[config.mk]
export PLATFORM = sky130hd
export DESIGN_NAME = cu_mc
export DESIGN_NICKNAME = d
export VERILOG_FILES = /design/src/rtl/cu_mc_pkg.sv /design/src/rtl/cu_mc_wait_ctr.sv /design/src/rtl/cu_mc.sv
export SDC_FILE = /design/constraint.sdc
export NUM_CORES = 1
export LEC_CHECK = 0
export CAP_MARGIN = 25
export CORE_MARGIN = 2
export CORE_UTILIZATION = 30
export DETAILED_ROUTE_END_ITERATION = 8
export PLACE_DENSITY = 0.66
export SYNTH_ARGS = -nofsm -noshare
export SYNTH_HDL_FRONTEND = slang
export SYNTH_SLANG_ARGS = --single-unit
[constraint.sdc]
create_clock -name clk -period 4.8 [get_ports clk]
set_input_delay 0.48 -clock clk [delete_from_list [all_inputs] [get_ports clk]]
set_output_delay 0.48 -clock clk [all_outputs]
set_load 0.01 [all_outputs]
[src/rtl/cu_mc_pkg.sv]
// Shared types and constants for the multi-cycle control unit.
// Contents: controller state encoding, opcode map, PC-op and write-back mux codes.
package cu_mc_pkg;

    localparam int unsigned CU_OPW = 7;

    typedef enum logic [2:0] {
        ST_RST = 3'd0,
        ST_INF = 3'd1,
        ST_EX0 = 3'd2,
        ST_XL1 = 3'd3,
        ST_HLT = 3'd4,
        ST_ERR = 3'd5
    } cu_state_t;

    // Opcodes with non-default decode; every other value executes as an ALU op.
    typedef enum logic [CU_OPW-1:0] {
        OP_LD  = 7'b0010000,
        OP_IOR = 7'b0010001,
        OP_ST  = 7'b0100000,
        OP_IOW = 7'b0100001,
        OP_ADI = 7'b1000010,
        OP_LDI = 7'b1001100,
        OP_BRZ = 7'b1100000,
        OP_BRN = 7'b1100001,
        OP_JMP = 7'b1110000,
        OP_XXL = 7'b1111110,
        OP_HAL = 7'b1111111
    } opcode_t;

    localparam logic [1:0] PS_HOLD = 2'b00;
    localparam logic [1:0] PS_INC  = 2'b01;
    localparam logic [1:0] PS_BR   = 2'b10;
    localparam logic [1:0] PS_JMP  = 2'b11;

    localparam logic [1:0] MD_FU   = 2'b00;
    localparam logic [1:0] MD_MEM  = 2'b01;
    localparam logic [1:0] MD_IO   = 2'b10;

    localparam logic [3:0] FS_ZERO = 4'b0000;
    localparam logic [3:0] FS_XXL  = 4'b1110;

endpackage

[src/rtl/cu_mc_wait_ctr.sv]
// cu_wait_ctr: up-counter with synchronous clear and a limit comparator.
// Ports: clk, rst_n (async active-low), i_en (count), i_clr (clear, wins over i_en),
//        i_limit (compare value), o_done_c (combinational: count equals limit).
module cu_wait_ctr #(
    parameter int unsigned W = 4
) (
    input  logic         clk,
    input  logic         rst_n,
    input  logic         i_en,
    input  logic         i_clr,
    input  logic [W-1:0] i_limit,
    output logic         o_done_c
);

    logic [W-1:0] r_cnt;

    always_ff @(posedge clk or negedge rst_n) begin
        if (!rst_n) begin
            r_cnt <= '0;
        end else if (i_clr) begin
            r_cnt <= '0;
        end else if (i_en) begin
            r_cnt <= r_cnt + W'(1);
        end
    end

    assign o_done_c = (r_cnt == i_limit);

endmodule

[src/rtl/cu_mc.sv]
// cu_mc: multi-cycle control unit. Decodes the instruction register into
// datapath / PC / memory controls, with a memory ready handshake, a bounded
// XXL loop state and sticky HLT (and, with CU_TIMEOUT_EN, ERR) states.
// Optional feature macro: CU_TIMEOUT_EN (wait-state timeout into ERR).
// Ports: clk, rst_n (async active-low); ins_in, z_in, n_in, mem_rdy_in in;
//        il_out, ps_out, rw_out, rs_out, mm_out, md_out, mb_out, fs_out,
//        wen_out (active low), iom_out, halted_out, err_out out (combinational).
module cu_mc
    import cu_mc_pkg::*;
#(
    parameter int unsigned IW     = 16,
    parameter int unsigned OPW    = CU_OPW,
    parameter int unsigned RAW    = 3,
    parameter int unsigned XL_MAX = 16
`ifdef CU_TIMEOUT_EN
    ,
    parameter int unsigned TO_LIM = 15
`endif
) (
    input  logic                 clk,
    input  logic                 rst_n,
    input  logic [IW-1:0]        ins_in,
    input  logic                 z_in,
    input  logic                 n_in,
    input  logic                 mem_rdy_in,
    output logic                 il_out,
    output logic [1:0]           ps_out,
    output logic                 rw_out,
    output logic [3*(RAW+1)-1:0] rs_out,
    output logic                 mm_out,
    output logic [1:0]           md_out,
    output logic                 mb_out,
    output logic [3:0]           fs_out,
    output logic                 wen_out,
    output logic                 iom_out,
    output logic                 halted_out,
    output logic                 err_out
);

    localparam int unsigned XLW = $clog2(XL_MAX + 1);

    cu_state_t        r_state;
    cu_state_t        w_state_nxt;
    logic [OPW-1:0]   w_op;
    logic [RAW-1:0]   w_rd;
    logic [RAW-1:0]   w_ra;
    logic [RAW-1:0]   w_rb;
    logic             w_is_mem;
    logic             w_xl_en;
    logic             w_xl_done;
    logic             w_timeout;

    assign w_op = ins_in[IW-1 -: OPW];
    assign w_rd = ins_in[3*RAW-1 -: RAW];
    assign w_ra = ins_in[2*RAW-1 -: RAW];
    assign w_rb = ins_in[RAW-1:0];

    assign w_is_mem = (w_op == OPW'(OP_LD))  || (w_op == OPW'(OP_ST)) ||
                      (w_op == OPW'(OP_IOR)) || (w_op == OPW'(OP_IOW));

    // XL1 iteration counter; held at zero outside the loop state.
    assign w_xl_en = (r_state == ST_XL1);

    cu_wait_ctr #(.W(XLW)) u_xl_ctr (
        .clk      (clk),
        .rst_n    (rst_n),
        .i_en     (w_xl_en),
        .i_clr    (!w_xl_en),
        .i_limit  (XLW'(XL_MAX - 1)),
        .o_done_c (w_xl_done)
    );

`ifdef CU_TIMEOUT_EN
    localparam int unsigned TOW = $clog2(TO_LIM + 1);

    logic w_to_en;
    logic w_to_done;

    // Consecutive wait cycles in fetch or a stalled memory op; any ready clears it.
    assign w_to_en = !mem_rdy_in &&
                     ((r_state == ST_INF) || ((r_state == ST_EX0) && w_is_mem));

    cu_wait_ctr #(.W(TOW)) u_to_ctr (
        .clk      (clk),
        .rst_n    (rst_n),
        .i_en     (w_to_en),
        .i_clr    (!w_to_en),
        .i_limit  (TOW'(TO_LIM)),
        .o_done_c (w_to_done)
    );

    assign w_timeout = w_to_en && w_to_done;
    assign err_out   = (r_state == ST_ERR);
`else
    assign w_timeout = 1'b0;
    assign err_out   = 1'b0;
`endif

    // State register.
    always_ff @(posedge clk or negedge rst_n) begin
        if (!rst_n) begin
            r_state <= ST_RST;
        end else begin
            r_state <= w_state_nxt;
        end
    end

    // Next-state logic.
    always_comb begin
        w_state_nxt = r_state;
        case (r_state)
            ST_RST: w_state_nxt = ST_INF;
            ST_INF: begin
                if (mem_rdy_in)     w_state_nxt = ST_EX0;
                else if (w_timeout) w_state_nxt = ST_ERR;
            end
            ST_EX0: begin
                if (w_is_mem) begin
                    if (mem_rdy_in)     w_state_nxt = ST_INF;
                    else if (w_timeout) w_state_nxt = ST_ERR;
                end else if (w_op == OPW'(OP_HAL)) begin
                    w_state_nxt = ST_HLT;
                end else if ((w_op == OPW'(OP_XXL)) && !z_in) begin
                    w_state_nxt = ST_XL1;
                end else begin
                    w_state_nxt = ST_INF;
                end
            end
            ST_XL1: begin
                if (z_in || w_xl_done) w_state_nxt = ST_INF;
            end
            ST_HLT:  w_state_nxt = ST_HLT;
            ST_ERR:  w_state_nxt = ST_ERR;
            default: w_state_nxt = ST_RST;
        endcase
    end

    // Output decode: Moore on state, Mealy on instruction, flags and ready.
    always_comb begin
        il_out     = 1'b0;
        ps_out     = PS_HOLD;
        rw_out     = 1'b0;
        rs_out     = '0;
        mm_out     = 1'b0;
        md_out     = MD_FU;
        mb_out     = 1'b0;
        fs_out     = FS_ZERO;
        wen_out    = 1'b1;
        iom_out    = 1'b0;
        halted_out = 1'b0;
        case (r_state)
            ST_INF: il_out = mem_rdy_in;
            ST_EX0: begin
                ps_out = PS_INC;
                rw_out = 1'b1;
                rs_out = {1'b0, w_rd, 1'b0, w_ra, 1'b0, w_rb};
                fs_out = w_op[3:0];
                case (w_op)
                    OPW'(OP_LD):  md_out = MD_MEM;
                    OPW'(OP_IOR): begin md_out = MD_IO; iom_out = 1'b1; end
                    OPW'(OP_ST):  begin rw_out = 1'b0; wen_out = 1'b0; end
                    OPW'(OP_IOW): begin rw_out = 1'b0; wen_out = 1'b0; iom_out = 1'b1; end
                    OPW'(OP_LDI), OPW'(OP_ADI): mb_out = 1'b1;
                    OPW'(OP_BRZ): begin rw_out = 1'b0; ps_out = z_in ? PS_BR : PS_INC; end
                    OPW'(OP_BRN): begin
                        rw_out = 1'b0;
                        ps_out = n_in ? PS_BR : PS_INC;
                        fs_out = FS_ZERO;
                    end
                    OPW'(OP_JMP): begin rw_out = 1'b0; ps_out = PS_JMP; end
                    OPW'(OP_HAL): begin rw_out = 1'b0; ps_out = PS_HOLD; end
                    OPW'(OP_XXL): begin
                        rw_out = 1'b0;
                        ps_out = PS_HOLD;
                        fs_out = FS_XXL;
                        rs_out = '0;
                        mm_out = 1'b1;
                    end
                    default: ;
                endcase
                // Stalled transfer: suppress side effects, keep the rest of the decode stable.
                if (w_is_mem && !mem_rdy_in) begin
                    rw_out  = 1'b0;
                    wen_out = 1'b1;
                    ps_out  = PS_HOLD;
                end
            end
            ST_XL1: begin
                rs_out = '0;
                mm_out = 1'b1;
                fs_out = FS_XXL;
                rw_out = 1'b1;
                ps_out = (z_in || w_xl_done) ? PS_INC : PS_HOLD;
            end
            ST_HLT:  halted_out = 1'b1;
            default: ;
        endcase
    end

endmodule
; ---- Yosys cells after proc, flatten, opt, wreduce, memory -nomap -nowiden
; Cells that the tools add are included.
[word_totals]
register_bits = 8
elab_cells = 72
[op_classes]
addsub = 1
eq_ne = 20
mux = 34
reduce_logical = 15
[op_table]
columns = cell, count
row1 = $eq 7x7->1 const B, 7
row2 = $mux 11, 2
row3 = $pmux 3 s6, 1
row4 = $pmux 4 s2, 2
row5 = $mux 3, 5
row6 = $eq 7x5->1 const B, 2
row7 = $eq 7x6->1 const B, 2
row8 = $mux 1, 13
row9 = $mux 2, 5
row10 = $pmux 2 s2, 2
row11 = $pmux 2 s4, 1
row12 = $reduce_or 2->1, 4
row13 = $reduce_or 7->1, 1
row14 = $eq 3x2->1 const B, 2
row15 = $eq 3x3->1 const B, 2
row16 = $add 5x1->5 const B, 1
row17 = $eq 5x4->1 const B, 1
row18 = $mux 5, 1
row19 = $logic_or 1x1->1, 4
row20 = $ne 2x2->1 const B, 2
row21 = $pmux 1 s2, 2
row22 = $eq 3x1->1 const B, 1
row23 = $logic_not 3->1, 1
row24 = $ne 3x3->1 const B, 1
row25 = other kinds (3), 5

; ---- Logic depth before layout (Yosys ltp)
[logic_depth]
word_depth = 7
depth_mapped = 7
mapped_depth_nobuf = 7

; ---- Cells and area by module
; From an unflattened synthesis, not the netlist that was laid out.
[unflattened]
hier_cells = 116
hier_area_um2 = 855.8
[modules_own_cells]
columns = module, instances, cells_per_inst, area_per_inst_um2
row1 = cu_mc, 1, 90, 584.3
row2 = cu_wait_ctr, 1, 26, 271.5

; ---- Worst setup path before layout
; Ideal clock, no wire load.
[synth_path]
path_type = in2out
from = in ins_in[10]
to = out md_out[1]
arrival_time_ps = 1567
slack_ps = 2753
stages = 4
path_buffers = 0
cell_sequence = or3_1 nor3_1 nand2_1 nor3b_1
[synth_via]
elab_chain_len = 3
word_cells_on_any_way = 4
classes_between = eq/ne: 2 / mux: 2
[synth_rtl]
columns = item, line_no
row1 = "start, declared", cu_mc.sv:22  ; input logic [IW-1:0] ins_in,
row2 = $eq 7x5->1, cu_mc.sv:158  ; case (w_op)
row3 = $pmux 2 s2 *, cu_mc.sv:158
row4 = $mux 2 *, cu_mc.sv:151  ; case (r_state)
row5 = "end, declared", cu_mc.sv:31  ; output logic [1:0] md_out,
; Mark *: on every way between the ends. The rest lies on a longest branch, timed or not.

; ---- Final worst setup path
; Same ends and word-level chain as after synthesis.

==> impl_metrics.xml <==
<?xml version="1.0" encoding="UTF-8"?>
<metrics>
  <group name="setup_path">
    <metric name="r2r.worst_path.cells" unit="">7</metric>
    <metric name="delay_contributed_by_the_slowest_stage_of_the_critical_path" unit="ns">0.56</metric>
    <metric name="critical_path_required_time" unit="ns">4.32</metric>
    <metric name="crit_path_cell_chain" unit="">clkdlybuf4s50_1 -&gt; or3_1 -&gt; nor3_1 -&gt; nand2_1 -&gt; nor3b_1 -&gt; clkdlybuf4s50_1</metric>
    <metric name="regToRegStartpoint" unit="">u_xl_ctr.r_cnt[0]$_DFF_PN0_</metric>
    <metric name="worst_setup_path_startpoint" unit="">ins_in[10]</metric>
    <metric name="path_buf_inv" unit="">2</metric>
    <metric name="cp_common_cell" unit="">clkdlybuf4s50_1</metric>
    <metric name="worstSetupPathType" unit="">in2out</metric>
    <metric name="setup.reg_to_reg.worst_slack" unit="ns">3.22</metric>
    <metric name="worst_path_top_cell_family_by_delay" unit="">simple AND/OR/NAND/NOR gates</metric>
    <metric name="timing.critical_path.from_type" unit="">primary input</metric>
    <metric name="cp-end-kind" unit="">output port</metric>
    <metric name="worstPathMaxFanout" unit="">6</metric>
    <metric name="slowest_stage" unit="">clkdlybuf4s50_1</metric>
    <metric name="cp.depth" unit="">6</metric>
    <metric name="cp.arrival" unit="ns">2.64</metric>
  </group>
  <group name="sta">
    <metric name="report.final.hold_viol_count" unit="">0</metric>
    <metric name="post-route-min-period" unit="ns">3.12</metric>
    <metric name="clock_skew" unit="ns">0.00567</metric>
    <metric name="timing_max_transition_violations_final" unit="">0</metric>
    <metric name="rsz0062_at_grt" unit="">false</metric>
    <metric name="min_period_over_period" unit="">0.651</metric>
    <metric name="fmax" unit="MHz">320</metric>
    <metric name="postLayoutSetupSlackWorst" unit="ns">1.68</metric>
    <metric name="setup_viol" unit="">0</metric>
    <metric name="setup_tns" unit="ns">0</metric>
  </group>
  <group name="logic_synthesis">
    <metric name="synth_area_leader_cell" unit="">dfrtp_1</metric>
    <metric name="synthDominantCellAreaShare" unit="">0.243</metric>
    <metric name="ys_seq_elements" unit="">8</metric>
    <metric name="seq_area_frac_synth" unit="">0.243</metric>
    <metric name="post_synthesis_cell_area" unit="µm²">825</metric>
    <metric name="synth_simple_gate_area_frac" unit="">0.469</metric>
    <metric name="yosys-top-cells-area" unit="">dfrtp_1 (24%), nor2_1 (7.7%), and2_1 (7.6%)</metric>
    <metric name="async_reset_ff_frac" unit="">1.00</metric>
    <metric name="portion_of_netlist_area_occupied_by_mux_cells" unit="">0.0121</metric>
    <metric name="synth_edf_count" unit="">0</metric>
    <metric name="synth.yosys.warnings" unit="">0</metric>
    <metric name="synth_top_family_by_area" unit="">simple AND/OR/NAND/NOR gates</metric>
    <metric name="post_synth_top_flop" unit="">dfrtp_1</metric>
    <metric name="post-synth-top-count-cell" unit="">nor2_1</metric>
    <metric name="synth.cells.most_frequent" unit="">nor2_1 (17), and2_1 (10), dfrtp_1 (8)</metric>
    <metric name="synth_compound_gate_area_share" unit="">0.118</metric>
    <metric name="synthesis.instances" unit="">110</metric>
    <metric name="ys_types" unit="">40</metric>
    <metric name="synth_adder_area_share" unit="">0.0303</metric>
    <metric name="synth_xor_area_frac" unit="">0.0319</metric>
    <metric name="postSynthAreaPerCell" unit="µm²">7.50</metric>
  </group>
  <group name="final_layout">
    <metric name="design.final.nets" unit="">176</metric>
    <metric name="drive_gt1_frac" unit="">0.0530</metric>
    <metric name="regArea" unit="µm²">200</metric>
    <metric name="area_of_combinational_cells_with_multiple_inputs" unit="µm²">561</metric>
    <metric name="fillerInstances" unit="">263</metric>
    <metric name="insertedDiodeCount" unit="">0</metric>
    <metric name="areaGrowthSynthToFinish" unit="%">55.4</metric>
  </group>
  <group name="drt">
    <metric name="initial_drt_pass_iterations" unit="">4</metric>
    <metric name="wirelength_routed" unit="µm">2300</metric>
    <metric name="post_route_ant_nets" unit="">0</metric>
    <metric name="post-route-drc-count" unit="">0</metric>
    <metric name="drt-vias-per-instance" unit="">5.16</metric>
    <metric name="initialDrtViolationCount" unit="">36</metric>
    <metric name="post_drt_wl_per_cell" unit="µm">12.6</metric>
    <metric name="num_vias" unit="">940</metric>
  </group>
  <group name="worst_hold_path">
    <metric name="hold_start" unit="">u_xl_ctr.r_cnt[0]$_DFF_PN0_</metric>
    <metric name="worst_hold_path.num_cells" unit="">1</metric>
    <metric name="hp-class" unit="">reg2reg</metric>
  </group>
  <group name="die">
    <metric name="ioPinCount" unit="">49</metric>
    <metric name="coreArea" unit="µm²">2690</metric>
    <metric name="row_count" unit="">19</metric>
    <metric name="die_x" unit="µm">56.4</metric>
    <metric name="fp.dieH" unit="µm">56.4</metric>
    <metric name="effective_utilization_at_floorplan" unit="">0.307</metric>
    <metric name="die_area" unit="µm²">3180</metric>
  </group>
  <group name="power">
    <metric name="worst_vdd_drop" unit="µV">248</metric>
    <metric name="power_leakage" unit="µW">0.000512</metric>
    <metric name="pwr_density_cell" unit="nW/µm²">329</metric>
  </group>
  <group name="cts">
    <metric name="post_cts_hold_buffer_count" unit="">0</metric>
    <metric name="post_cts_resize_count" unit="">0</metric>
    <metric name="numCtsBuffers" unit="">3</metric>
    <metric name="h-tree-depth" unit="">1</metric>
    <metric name="tritoncts_clock_tree" unit="">built</metric>
    <metric name="root_buffer" unit="">clkbuf_4</metric>
    <metric name="cts.clk_slew.worst_paths" unit="ns">0.06</metric>
    <metric name="clk_lat_worst_skew" unit="ns">0.26</metric>
    <metric name="ctsLongestPathBuffers" unit="">2</metric>
    <metric name="cts_setup_buffers" unit="">0</metric>
    <metric name="clock_sink_count" unit="">8</metric>
  </group>
  <group name="global_routing">
    <metric name="globalRoute.totalOverflow" unit="">0</metric>
    <metric name="antenna_found_initial" unit="">0</metric>
    <metric name="all_layer_gr_usage" unit="">0.151</metric>
    <metric name="first_global_vias" unit="">911</metric>
    <metric name="grt_first_pass_wirelength" unit="µm">3970</metric>
    <metric name="largest_net_degree_at_the_start_of_global_routing" unit="">15</metric>
  </group>
  <group name="placed_design">
    <metric name="gp_congestion" unit="">0.845</metric>
    <metric name="dpl_worst_slack" unit="ns">1.70</metric>
    <metric name="place.detailed.hpwl" unit="µm">1850</metric>
    <metric name="portBuffers" unit="">44</metric>
  </group>
  <group name="flow_run">
    <metric name="maxCapViolations" unit="">0</metric>
  </group>
  <group name="outcome">
    <metric name="outcome" unit="">finished, final reports clean</metric>
  </group>
</metrics>
stage by stage:
step	cell area [µm²]	utilization	total power, µW	std cells	hold slack (ns)
floorplan	836	-	251	113	0.184
global placement	1260	0.469	371	179	0.452
detailed placement	1260	0.469	372	179	0.462
CTS	1280	0.477	426	182	0.469
global route	1280	0.477	451	182	0.490
finish	1280	0.477	422	182	0.463
where the power goes:
group	internal [µW]	switching, µW	leakage (µW)
clock	28.6	23.2	0.0000138
combinational	143	117	0.000393
sequential	82.6	26.8	0.000106
total	254	167	0.000512
kinds of logic (layout without fill, tap and decap cells):
| group | count (synthesis) | count (layout) |
|---|---|---|
| compound gates | 14 | 14 |
| xor+xnor | 3 | 3 |
| mux | 1 | 1 |
| buf+inv | 14 | 52 |
| fa+ha+maj | 2 | 2 |
| flops | 8 | 8 |
| other cells | 1 | 4 |
| simple gates | 67 | 67 |
sequential cells by signal, indices dropped and copies added, names as in the netlist:
name	count
u_xl_ctr.r_cnt	5
r_state	3
final timing paths:
kind / end
min reg2reg: u_xl_ctr.r_cnt[0]$_DFF_PN0_
max in group asynchronous: u_xl_ctr.r_cnt[2]$_DFF_PN0_
max: md_out[1]
min in group asynchronous: u_xl_ctr.r_cnt[4]$_DFF_PN0_
min: u_xl_ctr.r_cnt[0]$_DFF_PN0_
max reg2reg: r_state[0]$_DFFE_PN0P_
layer usage:
metal / GRT usage / part of all wire / vias up
li1: - / - / 457
met1: 0.195 / 0.44 / 430
met2: 0.246 / 0.45 / 46
met3: 0.0346 / 0.087 / 7
met4: 0.0510 / 0.020 / 0
met5: 0 / 0 / -
cell usage in the layout (no fill, tap or decap), types with 2 or more instances in the layout:
cell type        netlist  final
a21oi_1                3      3
and2_1                10     10
and2b_1                2      2
and3_1                 4      4
clkbuf_4               0      3
clkdlybuf4s50_1        0     44
conb_1                 1      4
dfrtp_1                8      8
ha_1                   2      2
inv_1                  5      5
nand2_1                7      7
nand3_1                3      3
nor2_1                17     17
nor2b_1                2      2
nor3_1                 7      7
nor3b_1                2      2
nor4_2                 2      2
o21ai_0                4      4
xnor2_1                2      2
area by class of cell:
type | count | share of cell area
Clock buffer | 3 | 0.0176
Inverter | 5 | 0.0146
Multi-Input combinational cell | 91 | 0.437
Sequential cell | 8 | 0.156
Tap cell | 31 | 0.0303
Timing Repair Buffer | 44 | 0.344
(Power assumes the default switching activity.)
